$ cat config.mk
export PLATFORM = sky130hd
export DESIGN_NAME = instr_mem_loader_flat
export DESIGN_NICKNAME = d
export VERILOG_FILES = /design/src/rtl/instr_mem_loader_pkg.sv /design/src/rtl/instr_mem_loader_if.sv /design/src/rtl/instr_mem_loader_array.sv /design/src/rtl/instr_mem_loader.sv /design/src/flat_wrapper.sv
export SDC_FILE = /design/constraint.sdc
export NUM_CORES = 1
export LEC_CHECK = 0
export BUFFER_PORTS_ARGS = -buffer_cell sky130_fd_sc_hd__buf_2
export CAP_MARGIN = 15
export CORE_MARGIN = 5
export CORE_UTILIZATION = 55
export DETAILED_ROUTE_END_ITERATION = 6
export PLACE_DENSITY = 0.72
export SYNTH_ARGS = -nofsm -noshare
export SYNTH_HDL_FRONTEND = slang
export SYNTH_SLANG_ARGS = --single-unit
$ cat constraint.sdc
create_clock -name clk -period 1.8 [get_ports clk]
set_input_delay 0.18 -clock clk [delete_from_list [all_inputs] [get_ports clk]]
set_output_delay 0.18 -clock clk [all_outputs]
set_load 0.1 [all_outputs]
$ cat src/rtl/instr_mem_loader_pkg.sv
// Package instr_mem_pkg: shared definitions for the loadable instruction memory
// of the 4-register test CPU.
//   - opcode constants and instruction field positions
//   - default STOP word returned for unloaded / out-of-range fetches
//   - loader FSM state encoding
package instr_mem_pkg;

  localparam logic [1:0] OP_ADD  = 2'b00;
  localparam logic [1:0] OP_LW   = 2'b01;
  localparam logic [1:0] OP_STOP = 2'b11;

  // Field positions: op[7:6], rs[5:4], rt[3:2], rd/imm[1:0]
  localparam int OP_MSB = 7;
  localparam int OP_LSB = 6;
  localparam int RS_MSB = 5;
  localparam int RS_LSB = 4;
  localparam int RT_MSB = 3;
  localparam int RT_LSB = 2;
  localparam int RD_MSB = 1;
  localparam int RD_LSB = 0;

  localparam logic [7:0] STOP_WORD_DEF = 8'b11000011;

  typedef enum logic {
    IDLE = 1'b0,
    LOAD = 1'b1
  } state_t;

  function automatic logic [1:0] instr_op(input logic [7:0] w);
    return w[OP_MSB:OP_LSB];
  endfunction

endpackage

$ cat src/rtl/instr_mem_loader_if.sv
// Interface instr_mem_loader_if: load stream and CPU fetch port of the
// instruction memory loader.
//   load_valid/load_ready/load_data/load_last : program word stream
//   fetch_req/fetch_addr                      : CPU read request
//   fetch_valid/instruction                   : registered read response
// Modports: master = stream producer / CPU side, slave = memory loader.
interface instr_mem_loader_if #(
  parameter int IW = 8,
  parameter int AW = 5
);
  logic          load_valid;
  logic          load_ready;
  logic [IW-1:0] load_data;
  logic          load_last;
  logic          fetch_req;
  logic [AW-1:0] fetch_addr;
  logic          fetch_valid;
  logic [IW-1:0] instruction;

  modport master (
    output load_valid, load_data, load_last, fetch_req, fetch_addr,
    input  load_ready, fetch_valid, instruction
  );

  modport slave (
    input  load_valid, load_data, load_last, fetch_req, fetch_addr,
    output load_ready, fetch_valid, instruction
  );
endinterface

$ cat src/rtl/instr_mem_loader_array.sv
// Module instr_mem_array: IW x DEPTH synchronous RAM, one write port and one
// registered read port, no reset on the storage or read register.
//   clk   : clock
//   we    : write enable, waddr/wdata : write port
//   re    : read enable,  raddr       : read address
//   rdata : read data, updated one cycle after re, held otherwise
module instr_mem_array #(
  parameter int IW    = 8,
  parameter int DEPTH = 32,
  parameter int AW    = $clog2(DEPTH)
) (
  input  logic          clk,
  input  logic          we,
  input  logic [AW-1:0] waddr,
  input  logic [IW-1:0] wdata,
  input  logic          re,
  input  logic [AW-1:0] raddr,
  output logic [IW-1:0] rdata
);

  logic [IW-1:0] mem [DEPTH];

  always_ff @(posedge clk) begin
    if (we) mem[waddr] <= wdata;
    if (re) rdata <= mem[raddr];
  end

endmodule

$ cat src/rtl/instr_mem_loader.sv
// Module instr_mem_loader: run-time loadable instruction memory.
// Programs stream in over load_valid/load_ready (from address 0 upward,
// load_last marks the final word). The CPU fetch port returns a registered
// word one cycle after fetch_req; addresses at or beyond the committed
// program length, and any fetch while a load is in progress, read STOP_WORD.
//   clk, clear_n : clock, synchronous active-low reset
//   bus          : load stream + fetch port (slave modport)
//   prog_len     : committed program length (AW+1 bits, can equal DEPTH)
//   loading      : high in the LOAD state
//   overflow     : sticky, a word was dropped because memory was full
module instr_mem_loader
  import instr_mem_pkg::*;
#(
  parameter int            IW        = 8,
  parameter int            DEPTH     = 32,
  parameter int            AW        = $clog2(DEPTH),
  parameter logic [IW-1:0] STOP_WORD = IW'(STOP_WORD_DEF)
) (
  input  logic                clk,
  input  logic                clear_n,
  instr_mem_loader_if.slave   bus,
  output logic [AW:0]         prog_len,
  output logic                loading,
  output logic                overflow
);

  localparam logic [AW:0] DEPTH_W = (AW+1)'(DEPTH);

  state_t        state, state_nxt;
  logic [AW:0]   wr_ptr, wr_ptr_nxt;
  logic [AW:0]   prog_len_nxt;
  logic          overflow_nxt;
  logic          accept;
  logic          mem_we;
  logic [AW-1:0] mem_waddr;
  logic          rd_hit;
  logic          hit_p1;
  logic [IW-1:0] rd_data_p1;

  assign bus.load_ready = (state == IDLE) || (state == LOAD);
  assign accept         = bus.load_valid && bus.load_ready;
  assign loading        = (state == LOAD);

  // A fetch may use the RAM only for a committed program; the first word of a
  // new load retires the old program in the same cycle, so it is excluded too.
  // This also guarantees the read and write ports never touch the RAM together.
  assign rd_hit = (state == IDLE) && !accept && ({1'b0, bus.fetch_addr} < prog_len);

  always_comb begin
    state_nxt    = state;
    wr_ptr_nxt   = wr_ptr;
    prog_len_nxt = prog_len;
    overflow_nxt = overflow;
    mem_we       = 1'b0;
    mem_waddr    = '0;
    case (state)
      IDLE: begin
        if (accept) begin
          mem_we       = 1'b1;
          mem_waddr    = '0;
          wr_ptr_nxt   = (AW+1)'(1);
          prog_len_nxt = '0;
          if (bus.load_last) prog_len_nxt = (AW+1)'(1);
          else               state_nxt    = LOAD;
        end
      end
      LOAD: begin
        if (accept) begin
          if (wr_ptr < DEPTH_W) begin
            mem_we     = 1'b1;
            mem_waddr  = wr_ptr[AW-1:0];
            wr_ptr_nxt = wr_ptr + 1'b1;
          end else begin
            overflow_nxt = 1'b1;
          end
          if (bus.load_last) begin
            // wr_ptr never exceeds DEPTH, so this saturates the length at DEPTH
            prog_len_nxt = (wr_ptr < DEPTH_W) ? wr_ptr + 1'b1 : DEPTH_W;
            state_nxt    = IDLE;
          end
        end
      end
      default: state_nxt = IDLE;
    endcase
  end

  always_ff @(posedge clk) begin
    if (!clear_n) begin
      state           <= IDLE;
      wr_ptr          <= '0;
      prog_len        <= '0;
      overflow        <= 1'b0;
      bus.fetch_valid <= 1'b0;
      hit_p1          <= 1'b0;
    end else begin
      state           <= state_nxt;
      wr_ptr          <= wr_ptr_nxt;
      prog_len        <= prog_len_nxt;
      overflow        <= overflow_nxt;
      bus.fetch_valid <= bus.fetch_req;
      if (bus.fetch_req) hit_p1 <= rd_hit;
    end
  end

  instr_mem_array #(
    .IW    (IW),
    .DEPTH (DEPTH),
    .AW    (AW)
  ) u_mem (
    .clk   (clk),
    .we    (mem_we && clear_n),
    .waddr (mem_waddr),
    .wdata (bus.load_data),
    .re    (bus.fetch_req && rd_hit && clear_n),
    .raddr (bus.fetch_addr),
    .rdata (rd_data_p1)
  );

  // ---- read stage p1: select RAM word or STOP_WORD ----
  // hit_p1 and the RAM read register only update on fetch_req, so the
  // instruction holds between fetches; reset clears hit_p1 to force STOP_WORD.
  assign bus.instruction = hit_p1 ? rd_data_p1 : STOP_WORD;

endmodule
$ cat src/flat_wrapper.sv
// flat-port wrapper written by rule: the top's interface ports become plain ports
module instr_mem_loader_flat import instr_mem_pkg::*;
#(
  parameter int            IW        = 8,
  parameter int            DEPTH     = 32,
  parameter int            AW        = $clog2(DEPTH),
  parameter logic [IW-1:0] STOP_WORD = IW'(STOP_WORD_DEF)
)
  (clk, clear_n, prog_len, loading, overflow, bus_load_valid, bus_load_data, bus_load_last, bus_fetch_req, bus_fetch_addr, bus_load_ready, bus_fetch_valid, bus_instruction);
  instr_mem_loader_if #(.IW(IW), .AW(AW)) bus_i ();
  input  logic clk;
  input  logic clear_n;
  output logic [AW:0] prog_len;
  output logic loading;
  output logic overflow;
  input wire logic [$bits(bus_i.load_valid)-1:0] bus_load_valid;
  input wire logic [$bits(bus_i.load_data)-1:0] bus_load_data;
  input wire logic [$bits(bus_i.load_last)-1:0] bus_load_last;
  input wire logic [$bits(bus_i.fetch_req)-1:0] bus_fetch_req;
  input wire logic [$bits(bus_i.fetch_addr)-1:0] bus_fetch_addr;
  output wire logic [$bits(bus_i.load_ready)-1:0] bus_load_ready;
  output wire logic [$bits(bus_i.fetch_valid)-1:0] bus_fetch_valid;
  output wire logic [$bits(bus_i.instruction)-1:0] bus_instruction;
  assign bus_i.load_valid = bus_load_valid;
  assign bus_i.load_data = bus_load_data;
  assign bus_i.load_last = bus_load_last;
  assign bus_i.fetch_req = bus_fetch_req;
  assign bus_i.fetch_addr = bus_fetch_addr;
  assign bus_load_ready = bus_i.load_ready;
  assign bus_fetch_valid = bus_i.fetch_valid;
  assign bus_instruction = bus_i.instruction;
  instr_mem_loader #(.IW(IW), .DEPTH(DEPTH), .AW(AW), .STOP_WORD(STOP_WORD)) u_core (.clk(clk), .clear_n(clear_n), .bus(bus_i), .prog_len(prog_len), .loading(loading), .overflow(overflow));
endmodule
-- Word-level counts from Yosys, hierarchy flattened
Memories as Yosys holds them, arrays and structs flattened. A register that Yosys moved wholly into a read port is not among the register bits.
Index checks and enable logic that the tools add are counted.
- flip-flop bits (word level): 16
- bits in latches: 0
- memory bits (writable): 256
- memory bits (read-only): 0
- output and inout port bits: 18
- memories: 1
- memories (name ; words ; bits a word ; read ports ; clocked after memory_dff ; write ports ; line ; source):
    u_core.u_mem.mem ; 32 ; 8 ; 1 ; 1 ; 1 ; instr_mem_loader_array.sv:21 ; logic [IW-1:0] mem [DEPTH];
- add/sub/neg operators: 1
- $mul: 0
- divide/modulo/power cells: 0
- $lt $le $gt $ge: 2
- eq/ne operators: 4
- shifts and indexed selects: 0
- muxes and demuxes: 24
- bitwise logic cells: 2
- reduce and logical (&&, ||, !) cells: 9
- operators with widths (kind ; number):
    $mux W6 ; 7
    $pmux W6 S2 ; 2
    $mux W5 ; 2
    $pmux W5 S2 ; 1
    $mux W1 ; 9
    $reduce_and A3 Y1 ; 3
    $mux W8 ; 1
    $ne A2 B2 Y1 const B ; 4
    $add A6 B1 Y6 const B ; 1
    $lt A5 B6 Y1 ; 1
    $lt A6 B6 Y1 const B ; 1
    $logic_and A1 B1 Y1 ; 5
    $pmux W1 S2 ; 2
    $not A1 Y1 ; 2
    $logic_not A1 Y1 ; 1

-- Depth between registers and ports, before layout
Gate-level depths: netlist of the first run.
- depth after elaboration: 7
- depth in mapped cells: 8
- depth with buffers taken out: 6

-- By module
From an unflattened synthesis of the first run, not the netlist that was laid out.
- cell total of the unflattened synthesis: 528
- area, all modules: 11029.3 µm²
- by module, submodules not included (module ; times used ; cells each ; area each (µm²) ; seq. area each (µm²)):
    instr_mem_array ; 1 ; 417 ; 10133.5 ; 7927.6
    instr_mem_loader ; 1 ; 111 ; 895.9 ; 320.3

-- Worst setup path after synthesis of the first run
Ideal clock, no wire load.
- path kind: reg2reg
- start: reg (tool-made name)
- end: mem u_core.u_mem.mem[10][0] (enable)
- arrival time: 2289 ps
- slack: -859 ps
- stages on the path, launching flop included: 5
- cell sequence: dfxtp_1 > nand3_1 > or4b_1 > buf_2 > nor2_1
- RTL lines (item ; line):
    end, declared ; instr_mem_loader_array.sv:21

==> impl_metrics.toml, run 1 <==
[power]
clkPwrFrac_pct = 38.8
leakage_nw = 4.42
pwr_density_cell_nw_per_um2 = 970
ir_drop_mv = 0.802
pwr-share-seq_pct = 55.4
p_switching_mw = 2.76
power.internal_mw = 10.2
power_mw = 12.9
switching_share_pct = 21.4
comb_power_share_pct = 5.8

[sta]
rsz0062_at_grt = "yes"
fin_hold_ws_ns = 0.0772
relSlewSlack_pct = 32.1
skew_ns = 0.00701
hold_viol = 0
tightest_slew_ns = 1.02
setup_ws_ns = 0.0374
fin_crit_ns = 1.76
maxClockFrequency_ghz = 0.567
finalSetupViolations = 0
fin_crit_sh_pct = 97.9
drv_slew = 0
setup_tns_ns = 0

[critical_path]
startpoint_type = "flop"
cp_cell_sequence = "nand3_2 -> or4b_1 -> buf_12 -> nor2_4 -> buf_12"
path_class = "flop to flop"
critPathMaxFanout = 8
cp_common_cell = "buf_12"
r2r_slack_ns = 0.04
worst_setup_path_end_kind = "flop"
critPathMaxStageDelay_ns = 0.57
slowest_stage = "or4b_1"
reg2reg_depth = 5
arrival_ns = 2.01
cp.required_ns = 2.05

[run_status]
status = "finished clean"

[detailed_routing]
routed.top_layer = "met4"
wl_per_cell_um = 23.6
wl_met3_um = 1620
antenna_left = 0
met1_length_um = 10800
route.met2.wl_um = 11300
num_vias = 6160
drt_pass1_iterations = 5
vias_per_cell = 5.98
wl_um = 24300
drc_errors = 0
drtIter0Drc = 585

[place]
dp_hpwl_um = 15600
place_area_sq_um = 12400
dp_cells = 978
gp_congestion = 0.872
dp_slack_ns = -0.179
port_buffers = 34

[clock_tree]
cts_buffers = 27
clock_latency_ns = 0.53
cts_tree = "yes"
clock_sinks = 280
clockBufferDepth = 3
clk_pin_slew_worst_paths_ns = 0.06
cts-root-buf = "clkbuf_16"
htree_num_levels = 1

[logic_synthesis]
synthTopCellsByCount = "edfxtp_1, mux2i_1, nor2_1"
synth.top_cell.area_share_pct = 70.4
ys_top_cells_by_area = "edfxtp_1, mux4_2, mux2i_1, dfxtp_1, a22oi_1"
synth_top_area_cell = "edfxtp_1"
synth_nets = 675
synth_edf_count = 264
yosysMostFrequentCell = "edfxtp_1"
ys.warnings.count = 0
ys_seq_area_share_pct = 73.2
syn_area_sq_um = 11300
synth_cell_types = 49
syn_inst = 651
synth_area_per_cell_sq_um = 17.3
ys_ff_latch = 280
synthFlopType = "edfxtp_1"
async_flop_share_pct = 0

[die]
initial_core_util_pct = 55.8
die_width_um = 153
dieHeight_um = 153
row_count = 52
ios = 36
core_area_sq_um = 20200
design.die.area_sq_um = 23400

[final_layout]
layoutNonFillerInstCount = 1030
layout-drive-gt1-share_pct = 28.6
fin_nets = 766
final_util_pct = 66.0
area_growth_pct = 18.2
final_area_sq_um = 13300
diodes = 0
fill_cells = 1361

[global_routing]
grt_max_degree = 33
antenna_found_initial = 0
grt_pass1_vias = 6293
grt_overflow_total = 0
track_usage_pct = 20.7
grt_pass1_wl_um = 37400

[worst_hold_path]
min_path_cells = 4
min_path_type = "primary input to flop"

[run]
cap_viol_max_count = 0
area by class of cell:
cell class	count	area (sq um)	area share [%]
inverter	11	41.3	0.310
multi-input combinational	325	2980	22.4
sequential	280	8270	62.1
clock buffer	32	694	5.22
clock inverter	15	73.8	0.555
timing repair buffer	97	923	6.94
tap	270	338	2.54
path summary, 6_finish.rpt:
| path | startpoint | to |
|---|---|---|
| max reg2reg | flop | u_core.u_mem.mem[6][0]$_DFFE_PP_ |
| min reg2reg | u_core.prog_len[1]$_SDFFE_PN0P_ | u_core.prog_len[1]$_SDFFE_PN0P_ |
| max | flop | u_core.u_mem.mem[6][0]$_DFFE_PP_ |
| min | clear_n | flop |
registers in the layout, indices dropped and copies added (netlist names), named ones only:
register	count
u_core.u_mem.mem	256
u_core.hit_p1	1
u_core.wr_ptr	6
u_core.u_mem.rdata	8
u_core.bus.fetch_valid	1
u_core.prog_len	6
u_core.overflow	1
cells in the final DEF, fill, tap and decap left out, drive strengths merged, types with 2 or more instances in the layout:
master	instances
and2	6
nand2b	7
nand2	25
xnor2	2
inv	12
and3	3
mux4	32
o31ai	3
a211oi	8
a22o	8
nand3	16
nor2	42
nor3	3
o21a	2
clkinv	14
nor3b	2
and3b	2
or3	2
dfxtp	16
mux2i	56
o21ai	7
edfxtp	264
a21oi	13
a22oi	30
clkbuf	32
a2111oi	8
buf	95
ha	6
nor2b	21
a31oi	9
dlygate4sd3	2
what timing repair did:
item | in CTS | in global routing
endpoints found under the setup margin | 11 | 123
hold endpoints to repair | 3 | 0
pin swaps | 1 | 5
hold buffers | 2 | 0
resized for setup | 5 | 3
buffers inserted | 0 | 3
power groups by stage:
stage                     combinational [mW]  clock, mW  sequential (mW)
after global placement                 0.724          0             7.29
after global routing                   0.804       5.37             7.15
final                                  0.753       5.00             7.15
after floorplan                        0.402          0             7.32
after detailed placement               0.746          0             7.29
after CTS                              0.754       5.07             7.15
worst max-delay path: cells and delay by family (launching register included):
family                 cells  cell delay (ns)
buffers and inverters      2             0.34
DFF                        1             0.35
and+or+nand+nor            3             0.78
metal layers:
layer  global-route usage (%)  up-vias
li1                         -     2763
met1                     31.1     3118
met2                     32.0      235
met3                     3.53       44
met4                     5.47        0
met5                        0        -
kinds of logic after synthesis:
logic type / share of synthesized area, %
flops: 73.2
compound gates: 6.03
simple gates: 5.83
xor+xnor: 0.233
mux: 11.5
buf+inv: 2.50
other cells: 0.0333
fa+ha+maj: 0.667
No activity file was read; power rests on OpenSTA's default activity.
==> inputs of run 2 (changes only) <==
--- a/config.mk
+++ b/config.mk
@@ -11,6 +11,7 @@
 export CORE_UTILIZATION = 55
 export DETAILED_ROUTE_END_ITERATION = 6
 export PLACE_DENSITY = 0.72
+export SETUP_SLACK_MARGIN = 0.15
 export SYNTH_ARGS = -nofsm -noshare
 export SYNTH_HDL_FRONTEND = slang
 export SYNTH_SLANG_ARGS = --single-unit
==> impl_metrics.toml, run 2 (synthesis gave the netlist of run 1 again) <==
[global_routing]
grt_pass1_vias = 6430
antenna_found_initial = 0
grt_max_degree = 33
grt_overflow_total = 0
grt_pass1_wl_um = 37800
track_usage_pct = 20.9

[critical_path]
critPathMaxFanout = 8
startpoint_type = "flop"
reg2reg_depth = 4
cp.required_ns = 2.01
r2r_slack_ns = 0.11
path_class = "flop to flop"
worst_setup_path_end_kind = "flop"
arrival_ns = 1.90

[detailed_routing]
drtIter0Drc = 578
wl_um = 24400
vias_per_cell = 5.90
num_vias = 6170
wl_per_cell_um = 23.4
drt_pass1_iterations = 4
antenna_left = 0
drc_errors = 0

[power]
switching_share_pct = 21.1
ir_drop_mv = 0.848
leakage_nw = 4.60
pwr_density_cell_nw_per_um2 = 991
p_switching_mw = 2.86
comb_power_share_pct = 5.8
power.internal_mw = 10.7
pwr-share-seq_pct = 52.7
clkPwrFrac_pct = 41.5
power_mw = 13.6

[final_layout]
multi_input_area_sq_um = 3080
area_growth_pct = 21.5
seq_area_sq_um = 8280
final_common_cell = "edfxtp_1"
largest_reg_flops = 256
top_register = "u_core.u_mem.mem"
layout_common_cells = "edfxtp_1, mux2i_1, buf_4, mux4_2, a22oi_1"
layout-drive-gt1-share_pct = 32.3
top_regs = "u_core.u_mem.mem (256), u_core.u_mem.rdata (8)"
fill_cells = 1306
diodes = 0
layoutNonFillerInstCount = 1045
fin_nets = 778

[run_status]
status = "finished clean"

[sta]
fin_crit_ns = 1.69
drv_slew = 0
fin_crit_sh_pct = 93.8
relSlewSlack_pct = 38.0
fin_hold_ws_ns = 0.0844
rsz0062_at_grt = "yes"
finalSetupViolations = 0
maxClockFrequency_ghz = 0.592
hold_viol = 0
setup_ws_ns = 0.111
skew_ns = 0.0238
tightest_slew_ns = 0.928

[clock_tree]
clock_latency_ns = 0.55
cts_buffers = 28
clockBufferDepth = 3
clock_sinks = 280
htree_num_levels = 1
cts-root-buf = "clkbuf_16"
cts_tree = "yes"
clk_pin_slew_worst_paths_ns = 0.06

[worst_hold_path]
min_path_cells = 4
min_path_type = "primary input to flop"

[die]
dieHeight_um = 153
ios = 36
row_count = 52
die_width_um = 153
core_area_sq_um = 20200
initial_core_util_pct = 55.8
design.die.area_sq_um = 23400

[place]
dp_slack_ns = -0.197
dp_hpwl_um = 15700
port_buffers = 34
gp_congestion = 0.868
dp_cells = 984

[run]
cap_viol_max_count = 0
run 2: cell types whose count changed in the layout (fill, tap and decap cells not counted), sizes merged:
cell	delta
inv	-1
clkinv	-3
buf	+8
bufinv	+2
clkinvlp	+2
clkbuf	+7
run 2: cell type report:
type / instances / area share (%)
Sequential cell: 280 / 60.5
Multi-Input combinational cell: 325 / 22.5
Timing Repair Buffer: 108 / 7.66
Clock buffer: 36 / 5.56
Tap cell: 270 / 2.47
Clock inverter: 15 / 1.03
Inverter: 11 / 0.302
run 2: path summary, 6_finish.rpt:
check,start,to
setup / recovery,flop,u_core.u_mem.mem[6][7]$_DFFE_PP_
hold / removal,clear_n,flop
setup reg to reg,flop,u_core.u_mem.mem[6][7]$_DFFE_PP_
hold reg to reg,u_core.prog_len[1]$_SDFFE_PN0P_,u_core.prog_len[1]$_SDFFE_PN0P_
run 2: worst max-delay path: stages (launching register included):
cell     delay, ns
dfxtp_4       0.36
nand3_4       0.06
or4b_4        0.50
buf_12        0.18
nor2_4        0.25
run 2: power groups by stage:
stage	combinational, mW	sequential (mW)	clock (mW)
after floorplan	0.408	7.32	0
after global placement	0.739	7.28	0
after detailed placement	0.761	7.29	0
after CTS	0.778	7.15	5.70
after global routing	0.833	7.15	6.03
final	0.781	7.15	5.64
run 2: routing by layer:
metal  part of all wire, %  track usage [%]  wire length, um
met1                    42             29.8            10200
met2                    50             34.5            12200
met3                   6.2             3.25             1500
met4                   2.1             5.30              516
met5                     0                0                0
run 2: repair_timing:
item | 4_1_cts | 5_1_grt
endpoints found under the hold margin | 4 | 0
pin swaps | 17 | 11
resized for setup | 22 | 14
setup buffers | 6 | 2
hold buffers | 2 | 0
setup endpoints to repair | 206 | 236
run 2: stage by stage:
step / instance area, sq um / utilization (%) / TNS [ns]
4_1_cts: 13600 / 67.5 / 0
5_1_grt: 13700 / 67.9 / 0
6_report: 13700 / 67.9 / 0
3_5_place_dp: 12500 / 61.9 / -0.824
2_1_floorplan: 11600 / - / -4.32
3_3_place_gp: 12500 / 61.9 / -0.610
==> inputs of run 3 (changes only) <==
--- a/config.mk
+++ b/config.mk
@@ -10,7 +10,7 @@
 export CORE_MARGIN = 5
 export CORE_UTILIZATION = 55
 export DETAILED_ROUTE_END_ITERATION = 6
-export PLACE_DENSITY = 0.72
+export PLACE_DENSITY = 0.69
 export SETUP_SLACK_MARGIN = 0.15
 export SYNTH_ARGS = -nofsm -noshare
 export SYNTH_HDL_FRONTEND = slang
==> constraint.sdc (replaced) <==
create_clock -name clk -period 1.92 [get_ports clk]
set_input_delay 0.192 -clock clk [delete_from_list [all_inputs] [get_ports clk]]
set_output_delay 0.192 -clock clk [all_outputs]
set_load 0.1 [all_outputs]
==> impl_metrics.toml, run 3 (synthesis gave the netlist of run 1 again) <==
[run_status]
status = "finished clean"

[critical_path]
crit_path_end = "u_core.u_mem.mem[11][2]$_DFFE_PP_"
arrival_ns = 2.00
cp.required_ns = 2.17
startpoint_type = "flop"
path_class = "flop to flop"
r2r_slack_ns = 0.17
critPathMaxStageDelay_ns = 0.35
worst_setup_path_end_kind = "flop"
rr_endpoint = "u_core.u_mem.mem[11][2]$_DFFE_PP_"
cp_cell_sequence = "buf_4 -> nand2_1 -> nor2_2 -> nand3_2 -> nor2_4 -> buf_12"
slowest_stage = "dfxtp_4"
reg2reg_depth = 6
critPathMaxFanout = 8

[detailed_routing]
vias_per_cell = 5.91
wl_um = 24100
drt_pass1_iterations = 5
wl_per_cell_um = 23.4
drc_errors = 0
num_vias = 6100
antenna_left = 0
drtIter0Drc = 639

[sta]
setup_tns_ns = 0
fin_hold_ws_ns = 0.0987
finalSetupViolations = 0
setup_ws_ns = 0.170
drv_slew = 0
rsz0062_at_grt = "yes"
maxClockFrequency_ghz = 0.571
relSlewSlack_pct = 28.1
fin_crit_ns = 1.75
skew_ns = 0.0176
fin_crit_sh_pct = 91.1
tightest_slew_ns = 1.08
hold_viol = 0

[final_layout]
final_common_cell = "edfxtp_1"
final_area_sq_um = 13500
diodes = 0
top_regs = "u_core.u_mem.mem (256), u_core.u_mem.rdata (8)"
area_growth_pct = 20.1
final_util_pct = 67.0
fin_nets = 766
top_register = "u_core.u_mem.mem"
layout_common_cells = "edfxtp_1, mux2i_1, buf_4, mux4_2, a22oi_1"
layout-drive-gt1-share_pct = 31.5
fill_cells = 1365
largest_reg_flops = 256

[clock_tree]
clk_pin_slew_worst_paths_ns = 0.06
clockBufferDepth = 3
htree_num_levels = 1
clock_sinks = 280
cts_tree = "yes"
cts-root-buf = "clkbuf_16"
clock_latency_ns = 0.54
cts_buffers = 28

[die]
row_count = 52
initial_core_util_pct = 55.8
design.die.area_sq_um = 23400
core_area_sq_um = 20200
dieHeight_um = 153
ios = 36
die_width_um = 153

[global_routing]
antenna_found_initial = 0
use_met3_pct = 2.77
track_usage_pct = 20.4
grt_pass1_vias = 6205
busiest_layer = "met1"
grt_pass1_wl_um = 37000
grtUsageMet1_pct = 31.7
grt_use_met2_pct = 31.3
grt_overflow_total = 0
grt_max_degree = 33

[worst_hold_path]
hp-start = "clear_n"
min_path_cells = 4
min_path_type = "primary input to flop"

[place]
port_buffers = 34
dp_slack_ns = -0.142
place_area_sq_um = 12300
dp_hpwl_um = 15900
gp_congestion = 0.852

[power]
ir_drop_mv = 0.747
leakage_nw = 4.49
p_switching_mw = 2.64
switching_share_pct = 20.4
pwr_density_cell_nw_per_um2 = 957
comb_power_share_pct = 5.6
clkPwrFrac_pct = 42.6
power.internal_mw = 10.3
pwr-share-seq_pct = 51.8

[run]
cap_viol_max_count = 0
[run 3: cell count changes in the layout (fill, tap and decap cells not counted), moves of 2 or more]
cell	before	now
buf_6	6	0
buf_12	21	16
buf_2	24	29
dfxtp_2	4	8
clkbuf_4	3	0
dfxtp_4	6	3
buf_4	51	49
clkbuf_8	3	5
clkinv_2	6	4
nand2_2	1	3
nand2_4	2	0
[run 3: layer usage]
metal | share of wire [%] | wire length (um)
met1 | 46 | 11000
met2 | 47 | 11200
met3 | 5.2 | 1260
met4 | 2.5 | 597
met5 | 0 | 0
[run 3: final cells by class]
type	instances	area [sq um]	area share [%]
Tap cell	270	338	2.50
Clock buffer	38	810	5.99
Timing Repair Buffer	96	853	6.31
Clock inverter	13	141	1.05
Sequential cell	280	8270	61.2
Inverter	11	41.3	0.305
Multi-Input combinational cell	325	3070	22.7
[run 3: power groups by stage]
stage / clock, mW / sequential, mW / combinational, mW
2_1_floorplan: 0 / 6.86 / 0.382
3_3_place_gp: 0 / 6.84 / 0.687
3_5_place_dp: 0 / 6.84 / 0.705
4_1_cts: 5.58 / 6.71 / 0.715
5_1_grt: 5.89 / 6.71 / 0.768
6_report: 5.52 / 6.71 / 0.719
[run 3: worst min path at each step]
| stage | to | slack [ns] |
|---|---|---|
| 2_1_floorplan | u_core.u_mem.mem[0][0]$_DFFE_PP_ | 0.29 |
| 3_5_place_dp | u_core.bus.fetch_valid$_SDFF_PN0_ | 0.46 |
| 4_1_cts | flop | 0.09 |
| 5_1_grt | u_core.wr_ptr[2]$_SDFFE_PN0P_ | 0.13 |
| 3_3_place_gp | u_core.bus.fetch_valid$_SDFF_PN0_ | 0.45 |
| 6_report | flop | 0.1 |
[run 3: stage by stage]
step           instances  total power [mW]
2_1_floorplan        651              7.25
3_3_place_gp         973              7.52
3_5_place_dp         973              7.54
4_1_cts             1029              13.0
5_1_grt             1033              13.4
6_report            1033              12.9
[run 3: what timing repair did]
item	4_1_cts	5_1_grt
buffers inserted	3	4
endpoints found under the setup margin	104	211
pin swaps	7	10
endpoints found under the hold margin	4	0
hold buffers	2	0
resized for setup	9	15
[run 3: worst max-delay path: cells and delay by family (launching register included)]
kind | cells | cell delay [ns]
AND/OR/NAND/NOR | 4 | 0.81
flip-flops | 1 | 0.35
buffers and inverters | 2 | 0.29
